===== src/rtl/seg_scan_bcd.sv =====
// Seven-segment scanner for the three DDS control words.
// A shared double-dabble engine converts each field in turn, the finished
// frame is committed to the display buffer in one cycle, and the buffer is
// time-multiplexed over ND digit positions with a blank slot between digits.
module seg_scan_bcd #(
   parameter int W1             = 6,
   parameter int W2             = 8,
   parameter int W3             = 9,
   parameter int D1             = 2,
   parameter int D2             = 3,
   parameter int D3             = 3,
   parameter int SCAN_DIV       = 1000,
   parameter bit SEG_ACTIVE_LOW = 1'b0,
   parameter bit CAT_ACTIVE_LOW = 1'b1
) (
   input  logic                  seg_clock,
   input  logic                  sys_rst,
   input  logic [W1-1:0]         Fword1,
   input  logic [W2-1:0]         Fword2,
   input  logic [W3-1:0]         Pword2,
   input  logic [D1+D2+D3-1:0]   dp_mask,
   input  logic                  blank_en,
   output logic [7:0]            seg_output,
   output logic [D1+D2+D3-1:0]   cat_output,
   output logic                  frame_done
);

   localparam int ND  = D1 + D2 + D3;
   localparam int WM  = (W1 > W2) ? ((W1 > W3) ? W1 : W3) : ((W2 > W3) ? W2 : W3);
   // at least four nibbles so every possible digit slot has a BCD source
   localparam int NN  = (WM / 3 + 1 > 4) ? WM / 3 + 1 : 4;
   localparam int NB  = 4 * NN;
   localparam int CW  = $clog2(WM + 1);
   localparam int DW  = $clog2(SCAN_DIV);
   localparam int IW  = (ND > 1) ? $clog2(ND) : 1;

   localparam logic [3:0]    C_DASH  = 4'hA;
   localparam logic [3:0]    C_BLANK = 4'hF;
   localparam logic [7:0]    SEG_XOR = {8{SEG_ACTIVE_LOW}};
   localparam logic [ND-1:0] CAT_XOR = {ND{CAT_ACTIVE_LOW}};

   typedef enum logic [1:0] {IDLE, LOAD, SHIFT, STORE} state_t;

   state_t               state;
   logic [1:0]           ptr;
   logic [CW-1:0]        cnt;
   logic [WM-1:0]        bin;
   logic [NB-1:0]        bcd, bcd_adj;
   logic [W1-1:0]        snap_a;
   logic [W2-1:0]        snap_b;
   logic [W3-1:0]        snap_c;
   logic                 snap_blank;
   logic [ND-1:0][3:0]   work, disp, store_buf;
   logic [3:0][3:0]      fdig;
   logic                 ovf, above;
   logic [WM-1:0]        fval;
   int                   fo, fd, fw;
   logic [DW-1:0]        div;
   logic [IW-1:0]        idx;

   function automatic logic [6:0] seg_code(input logic [3:0] c);
      case (c)
         4'd0:    seg_code = 7'h3F;
         4'd1:    seg_code = 7'h06;
         4'd2:    seg_code = 7'h5B;
         4'd3:    seg_code = 7'h4F;
         4'd4:    seg_code = 7'h66;
         4'd5:    seg_code = 7'h6D;
         4'd6:    seg_code = 7'h7D;
         4'd7:    seg_code = 7'h07;
         4'd8:    seg_code = 7'h7F;
         4'd9:    seg_code = 7'h6F;
         C_DASH:  seg_code = 7'h40;
         default: seg_code = 7'h00;
      endcase
   endfunction

   // Select offset, digit count, width and left-aligned value of the current field
   always_comb begin
      fo   = 0;
      fd   = D3;
      fw   = W3;
      fval = WM'(snap_c) << (WM - W3);
      case (ptr)
         2'd0: begin
            fo = D3 + D2; fd = D1; fw = W1;
            fval = WM'(snap_a) << (WM - W1);
         end
         2'd1: begin
            fo = D3; fd = D2; fw = W2;
            fval = WM'(snap_b) << (WM - W2);
         end
         default: ;
      endcase
   end

   // Double-dabble correction: every nibble >= 5 gets +3 before the shift
   always_comb begin
      bcd_adj = bcd;
      for (int n = 0; n < NN; n++)
         if (bcd[4*n +: 4] >= 4'd5) bcd_adj[4*n +: 4] = bcd[4*n +: 4] + 4'd3;
   end

   // Turn the finished BCD into digit codes with overflow and blanking applied
   always_comb begin
      ovf   = 1'b0;
      above = 1'b0;
      fdig  = '0;
      for (int n = 0; n < NN; n++)
         if (n >= fd && bcd[4*n +: 4] != 4'd0) ovf = 1'b1;
      for (int j = 3; j >= 0; j--) begin
         if (j < fd && bcd[4*j +: 4] != 4'd0) above = 1'b1;
         if (ovf)                               fdig[j] = C_DASH;
         else if (above || j == 0 || !snap_blank) fdig[j] = bcd[4*j +: 4];
         else                                   fdig[j] = C_BLANK;
      end
      store_buf = work;
      for (int p = 0; p < ND; p++)
         if (p >= fo && p < fo + fd) store_buf[p] = fdig[2'(p - fo)];
   end

   // Converter FSM: snapshot, then load/shift/store each field, commit on the last
   always_ff @(posedge seg_clock or posedge sys_rst) begin
      if (sys_rst) begin
         state      <= IDLE;
         ptr        <= '0;
         cnt        <= '0;
         bin        <= '0;
         bcd        <= '0;
         snap_a     <= '0;
         snap_b     <= '0;
         snap_c     <= '0;
         snap_blank <= 1'b0;
         work       <= {ND{C_BLANK}};
         disp       <= {ND{C_BLANK}};
         frame_done <= 1'b0;
      end else begin
         frame_done <= 1'b0;
         case (state)
            IDLE: begin
               snap_a     <= Fword1;
               snap_b     <= Fword2;
               snap_c     <= Pword2;
               snap_blank <= blank_en;
               ptr        <= '0;
               state      <= LOAD;
            end
            LOAD: begin
               bin   <= fval;
               bcd   <= '0;
               cnt   <= CW'(fw);
               state <= SHIFT;
            end
            SHIFT: begin
               {bcd, bin} <= {bcd_adj, bin} << 1;
               cnt        <= cnt - 1'b1;
               if (cnt == CW'(1)) state <= STORE;
            end
            STORE: begin
               work <= store_buf;
               if (ptr == 2'd2) begin
                  disp       <= store_buf;
                  frame_done <= 1'b1;
                  state      <= IDLE;
               end else begin
                  ptr   <= ptr + 1'b1;
                  state <= LOAD;
               end
            end
            default: state <= IDLE;
         endcase
      end
   end

   // Scan divider and digit index
   always_ff @(posedge seg_clock or posedge sys_rst) begin
      if (sys_rst) begin
         div <= '0;
         idx <= '0;
      end else if (div == DW'(SCAN_DIV - 1)) begin
         div <= '0;
         idx <= (idx == IW'(ND - 1)) ? '0 : idx + 1'b1;
      end else begin
         div <= div + 1'b1;
      end
   end

   // Registered drive: first cycle of each slot is dark to stop ghosting
   always_ff @(posedge seg_clock or posedge sys_rst) begin
      if (sys_rst) begin
         seg_output <= SEG_XOR;
         cat_output <= CAT_XOR;
      end else if (div == '0) begin
         seg_output <= SEG_XOR;
         cat_output <= CAT_XOR;
      end else begin
         seg_output <= {dp_mask[idx], seg_code(disp[idx])} ^ SEG_XOR;
         cat_output <= (ND'(1) << idx) ^ CAT_XOR;
      end
   end

endmodule


===== config.mk =====
export PLATFORM = sky130hd
export DESIGN_NAME = seg_scan_bcd
export DESIGN_NICKNAME = d
export VERILOG_FILES = /design/src/rtl/seg_scan_bcd.sv
export SDC_FILE = /design/constraint.sdc
export NUM_CORES = 1
export LEC_CHECK = 0
export CAP_MARGIN = 20
export CELL_PAD_IN_SITES_DETAIL_PLACEMENT = 2
export CELL_PAD_IN_SITES_GLOBAL_PLACEMENT = 2
export CORE_UTILIZATION = 36
export CTS_BUF_LIST = sky130_fd_sc_hd__clkbuf_8
export DETAILED_ROUTE_END_ITERATION = 10
export GPL_ROUTABILITY_DRIVEN = 0
export GPL_TIMING_DRIVEN = 0
export HOLD_SLACK_MARGIN = 0.1
export PLACE_DENSITY = 0.88
export SETUP_SLACK_MARGIN = 0.4
export SYNTH_ARGS = -nofsm -noshare
export SYNTH_HDL_FRONTEND = slang
export SYNTH_SLANG_ARGS = --single-unit

===== constraint.sdc =====
create_clock -name seg_clock -period 4.6 [get_ports seg_clock]
set_input_delay 0.92 -clock seg_clock [delete_from_list [all_inputs] [get_ports seg_clock]]
set_output_delay 0.92 -clock seg_clock [all_outputs]
set_load 0.1 [all_outputs]

After elaboration in Yosys (flattened, before gate mapping)

Memory sizes are Yosys's and may differ from the RTL's.
Index checks and enable logic that the tools add are counted.

$add $sub $neg: 17
Eq/ne operators: 10
Muxes and demuxes: 72
Magnitude comparators: 36
Bitwise gates (word level): 1
Shifts and indexed selects: 1
Reductions and logical operators: 30

Operator list:

| operator                                                          | count |
|---|---|
| two-way mux 4 bit                                                 | 35 |
| less-than comparator 3 x 32 -> 1 bit, first input constant        | 4 |
| less-than comparator 4 x 32 -> 1 bit, first input constant        | 4 |
| binary-select mux 4 bit (select 2 bit)                            | 8 |
| greater-or-equal comparator 3 x 32 -> 1 bit, first input constant | 2 |
| less-than comparator 2 x 32 -> 1 bit, first input constant        | 2 |
| one-hot mux 9 bit (2 select lines)                                | 2 |
| greater-or-equal comparator 1 x 32 -> 1 bit, first input constant | 1 |
| greater-or-equal comparator 2 x 32 -> 1 bit, first input constant | 1 |
| less-than comparator 1 x 32 -> 1 bit, first input constant        | 1 |
| less-than comparator 2 x 4 -> 1 bit, second input constant        | 8 |
| one-hot mux 16 bit (2 select lines)                               | 1 |
| greater-or-equal comparator 4 x 3 -> 1 bit, second input constant | 4 |
| two-way mux 8 bit                                                 | 2 |
| one-hot mux 4 bit (2 select lines)                                | 2 |
| nonzero test 4 bit                                                | 4 |
| logical AND 1 bit                                                 | 15 |
| adder 4 x 2 -> 4 bit, second input constant                       | 3 |
| binary-select mux 4 bit (select 3 bit)                            | 1 |
| greater-or-equal comparator 3 bit, first input constant           | 4 |
| two-way mux 1 bit                                                 | 12 |
| adder 10 x 1 -> 10 bit, second input constant                     | 1 |
| equality test 10 bit, second input constant                       | 1 |
| zero test 10 bit                                                  | 1 |
| other kinds (29)                                                  | 48 |

Memories kept: 1
Memory bits (read-only): 112
Logic and storage cells: 198
Register bits: 151

Memories:

| memory          | words | width | rd ports | clocked after Yosys merged registers in | wr ports | line | source |
|---|---|---|---|---|---|---|---|
| (no name shown) | 16    | 7     | 1        | 0                                       | 0        | 62   | `case (c)` |

Depth between registers and ports, before layout

Word-level depth: 14
Depth in mapped cells: 9
Mapped depth without buffers: 8

Least setup slack after synthesis

Ideal clock, no wire load.

Path kind: register -> register
From: reg bcd[8]
To: reg disp[18] in the netlist's numbering
Cell stages (with the launch flop): 8
Setup time: 0.073 ns
Setup slack: 2.580 ns
Arrival time: 1.947 ns
Cell sequence: dfrtp_1 -> inv_1 -> ha_1 -> or3b_4 -> a21oi_4 -> a41oi_2 -> o32a_1 -> a21oi_1

Word-level cells in the longest chain between the ends: 11

RTL lines:

| what                                                    | line     | source |
|---|---|---|
| from (decl)                                             | 48       | `logic [NB-1:0] bcd, bcd_adj;` |
| from (signal assigned)                                  | 155      | `{bcd, bin} <= {bcd_adj, bin} << 1;` |
| nonzero test 4 bit *                                    | 110, 112 |  |
| logical AND 1 bit                                       | 112      | `if (j < fd && bcd[4*j +: 4] != 4'd0) above = 1'b1;` |
| two-way mux 1 bit (2 in series)                         | 112      |  |
| logical OR 1 bit                                        | 114      | `else if (above \|\| j == 0 \|\| !snap_blank) fdig[j] = bcd[4*j +: 4];` |
| two-way mux 4 bit                                       | 114      |  |
| two-way mux 4 bit                                       | 113      | `if (ovf) fdig[j] = C_DASH;` |
| binary-select mux 4 bit (select 2 bit) *                | 119      | `if (p >= fo && p < fo + fd) store_buf[p] = fdig[2'(p - fo)];` |
| two-way mux 4 bit (not written as such) * (2 in series) | 119      |  |
| two-way mux 4 bit *                                     | 119      |  |
| to (signal assigned)                                    | 135      | `disp <= {ND{C_BLANK}};` |
| to (signal assigned)                                    | 162      | `disp <= store_buf;` |
| to (decl)                                               | 53       | `logic [ND-1:0][3:0] work, disp, store_buf;` |

Every way passes the cells marked *; elsewhere a longest branch is shown, timed or not. The select of a mux whose other input is x is not followed.
A chain may end at the register's enable or synchronous reset.

Worst setup path after layout

From: reg cat_output[2]
To: out cat_output[2]

RTL lines:

| what                   | line | source |
|---|---|---|
| from (decl)            | 24   | `output logic [D1+D2+D3-1:0] cat_output,` |
| from (signal assigned) | 198  | `cat_output <= (ND'(1) << idx) ^ CAT_XOR;` |

No word-level cell between the ends.

==> impl_metrics.json <==
{
  "ys_types": 68,
  "yosysTopAreaCellShare_pct": 24.8,
  "grt_pass1_vias": 7440,
  "power_density_nw_per_um2": 462,
  "startpoint_type": "flip-flop",
  "insertion_delay_ps": 490,
  "dp_hpwl_um": 19500,
  "hp-start": "work[18]$_DFFE_PP1P_",
  "arrival_ps": 2180,
  "worstMarginPinSlew_ps": 979,
  "maxSlewHeadroom_pct": 34.5,
  "die-area_sq_um": 22700,
  "grt_pass1_wl_um": 42800,
  "cts_made_buffers": 17,
  "yosysWarnings": 0,
  "grt_util_all_layers_pct": 25.4,
  "synth-edff-count": 0,
  "hold_path.class": "flip-flop to flip-flop",
  "antenna_found_initial": 1,
  "setup-tns-final_ps": 0,
  "syn_inst": 806,
  "ys.flop_type": "dfrtp_1",
  "cts_resized": 0,
  "synth_area_per_cell_sq_um": 9.88,
  "leakage_nw": 3.87,
  "seq_area_frac_synth_pct": 48.6,
  "syn2layout_area_growth_pct": 16.6,
  "finClkSkew_ps": 16.8,
  "path_buf_inv": 1,
  "rsz0062_at_grt": "no",
  "nFillCells": 2360,
  "holdPathStages": 2,
  "cts-root-buf": "clkbuf_8",
  "initial_core_util_pct": 36.6,
  "endpoint_kind": "primary output",
  "dieWidth_um": 151,
  "dp_slack_ps": 1650,
  "drv_slew": 0,
  "synth_nets": 873,
  "timing.final.ws_setup_ps": 1500,
  "drive_gt1_share_pct": 19.4,
  "crit_slowest_cell": "clkdlybuf4s50_1",
  "critPathTopFamily": "buffers and inverters",
  "cts-hold-fix-buffers": 0,
  "outcome": "complete, no violations",
  "yosys.area.top_type": "dfrtp_1",
  "synth_area_sq_um": 7960,
  "hold_viol": 0,
  "synth.area.top_cells": "dfrtp_1 (25%), dfstp_2 (24%), o21ai_0 (5.3%)",
  "diodes": 0,
  "core.rowCount": 54,
  "setup_viol": 0,
  "clock_sinks": 151,
  "fin_nets": 946,
  "tritoncts": "yes",
  "cap_violations": 0,
  "clk_path_buf_depth": 2,
  "cpPeakStageDelay_ps": 1140,
  "htreeDepth": 4,
  "ys_ff_latch": 151,
  "min_to": "work[18]$_DFFE_PP1P_",
  "timing.rr.end": "disp[8]$_DFFE_PP1P_",
  "worstSetupPathType": "flip-flop to primary output",
  "vias": 6593,
  "die_h_um": 151,
  "synthTopCellsByCount": "nand2_1 (101), o21ai_0 (84), dfrtp_1 (79)",
  "numPortBuffers": 50,
  "required_ps": 3680,
  "grt_max_degree": 43,
  "peakVddDrop_mv": 0.233,
  "period_minus_slack_ps": 3100,
  "wirelength_um": 26500,
  "reg2reg_from": "bcd[9]$_DFFE_PP0P_",
  "crit_fanout": 1,
  "via_per_inst": 5.63,
  "synthArstFlopShare_pct": 100,
  "crit_path_cell_trace": "clkdlybuf4s50_1",
  "dr.pass1.iters": 4,
  "postCtsSetupRepairBufs": 0,
  "ant_nets": 0,
  "rrSetupSlack_ps": 1670,
  "coreArea_sq_um": 21800,
  "clkTransAtPathRegs_ps": 90,
  "reg2regPathDepth": 8,
  "detail_route.iter0.violations": 254,
  "timing.fmax_mhz": 323,
  "drc": 0,
  "grt.overflow.total": 0,
  "synth_most_common_cell": "nand2_1",
  "wl_per_cell_um": 22.6,
  "period_share_pct": 67.3,
  "boundaryPins": 51
}
[cell usage in the layout, fill, tap and decap left out, types with 4 or more instances in the layout]
cell type / instances
buf_1: 4
xnor2_1: 6
nand4_1: 4
o22ai_1: 16
buf_2: 9
dfstp_2: 72
nor2b_1: 4
nor3_1: 7
inv_1: 36
xor2_1: 4
nand2b_1: 7
clkbuf_8: 19
nand3_1: 22
mux2_2: 31
mux4_2: 10
a31oi_1: 10
and2_1: 4
o21ai_0: 84
clkdlybuf4s50_1: 50
ha_1: 33
a21oi_1: 68
a22oi_1: 9
clkbuf_1: 33
and3_1: 8
a32o_1: 5
o31ai_1: 9
nand2_1: 101
nor3b_1: 9
dfrtp_1: 79
or3_1: 6
clkinvlp_4: 4
nor2_1: 50
mux2i_1: 5
[through the flow]
stage	power [mW]	instances	hold slack, ps	cell area [sq um]	utilization (%)
CTS	4.32	1172	476	9290	42.7
floorplan	2.81	806	433	7970	-
finish	4.29	1172	470	9290	42.7
global placement	3.18	1136	452	8820	40.5
detailed placement	3.27	1140	463	8910	40.9
global route	4.51	1172	503	9290	42.7
[area by class of cell]
class,count,area [sq um],area share (%)
buffer,50,225,2.42
multi-input combinational,567,3730,40.1
timing repair buffer,54,588,6.33
sequential,151,3870,41.6
clock inverter,13,121,1.31
clock buffer,19,262,2.82
tap,280,350,3.77
inverter,38,146,1.58
[metal layers]
metal | part of all wire (%) | track usage (%) | wire, um | up-vias
met5 | 0.049 | 0 | 13 | -
met4 | 3.3 | 10.8 | 864 | 2
met3 | 3.7 | 4.70 | 967 | 49
met2 | 54 | 46.7 | 14200 | 156
met1 | 39 | 28.5 | 10400 | 3375
li1 | - | - | - | 3011
[cell families after synthesis]
| family | count (synthesis) | share of synthesized area, % |
|---|---|---|
| and+or+nand+nor | 236 | 13.9 |
| xor gates and xnor gates | 10 | 1.10 |
| AOI/OAI and AO/OA | 240 | 18.3 |
| buffers and inverters | 88 | 4.62 |
| adders and majority gates | 33 | 5.18 |
| DFF | 151 | 48.6 |
| muxes | 48 | 8.31 |
[flip-flops by register name (all words and copies together) (netlist names), 2 cells and up]
register,cells
disp,32
work,32
bcd,16
div,10
bin,9
snap_c,9
cat_output,8
seg_output,8
snap_b,8
snap_a,6
cnt,4
idx,3
ptr,2
state,2
[worst max-delay path by stage]
| stage | startpoint | end | slack (ps) | cells after the start |
|---|---|---|---|---|
| floorplan | sys_rst | bcd[0]$_DFFE_PP0P_ | 1840 | 1 |
| global route | cat_output[2]$_DFF_PP1_ | cat_output[2] | 1450 | 1 |
| detailed placement | ptr[0]$_DFFE_PP0P_ | work[13]$_DFFE_PP1P_ | 1650 | 9 |
| finish | cat_output[2]$_DFF_PP1_ | cat_output[2] | 1500 | 1 |
| global placement | sys_rst | snap_a[1]$_DFFE_PP0P_ | 410 | 2 |
| CTS | cat_output[2]$_DFF_PP1_ | cat_output[2] | 1480 | 1 |
[power by group]
group | leakage, nW | internal (mW) | switching (mW)
Clock | 0.188 | 0.461 | 0.569
Combinational | 1.93 | 0.469 | 0.831
Sequential | 1.75 | 1.74 | 0.217
Total | 3.87 | 2.67 | 1.62
[tightest hold or removal path: cells and delay by family, from the launching register on]
family / cells / cell delay [ps]
AO/OA/AOI/OAI: 1 / 50
flip-flops: 1 / 380
AND/OR/NAND/NOR: 1 / 40
Note: power is estimated with default switching activity, not from simulation.
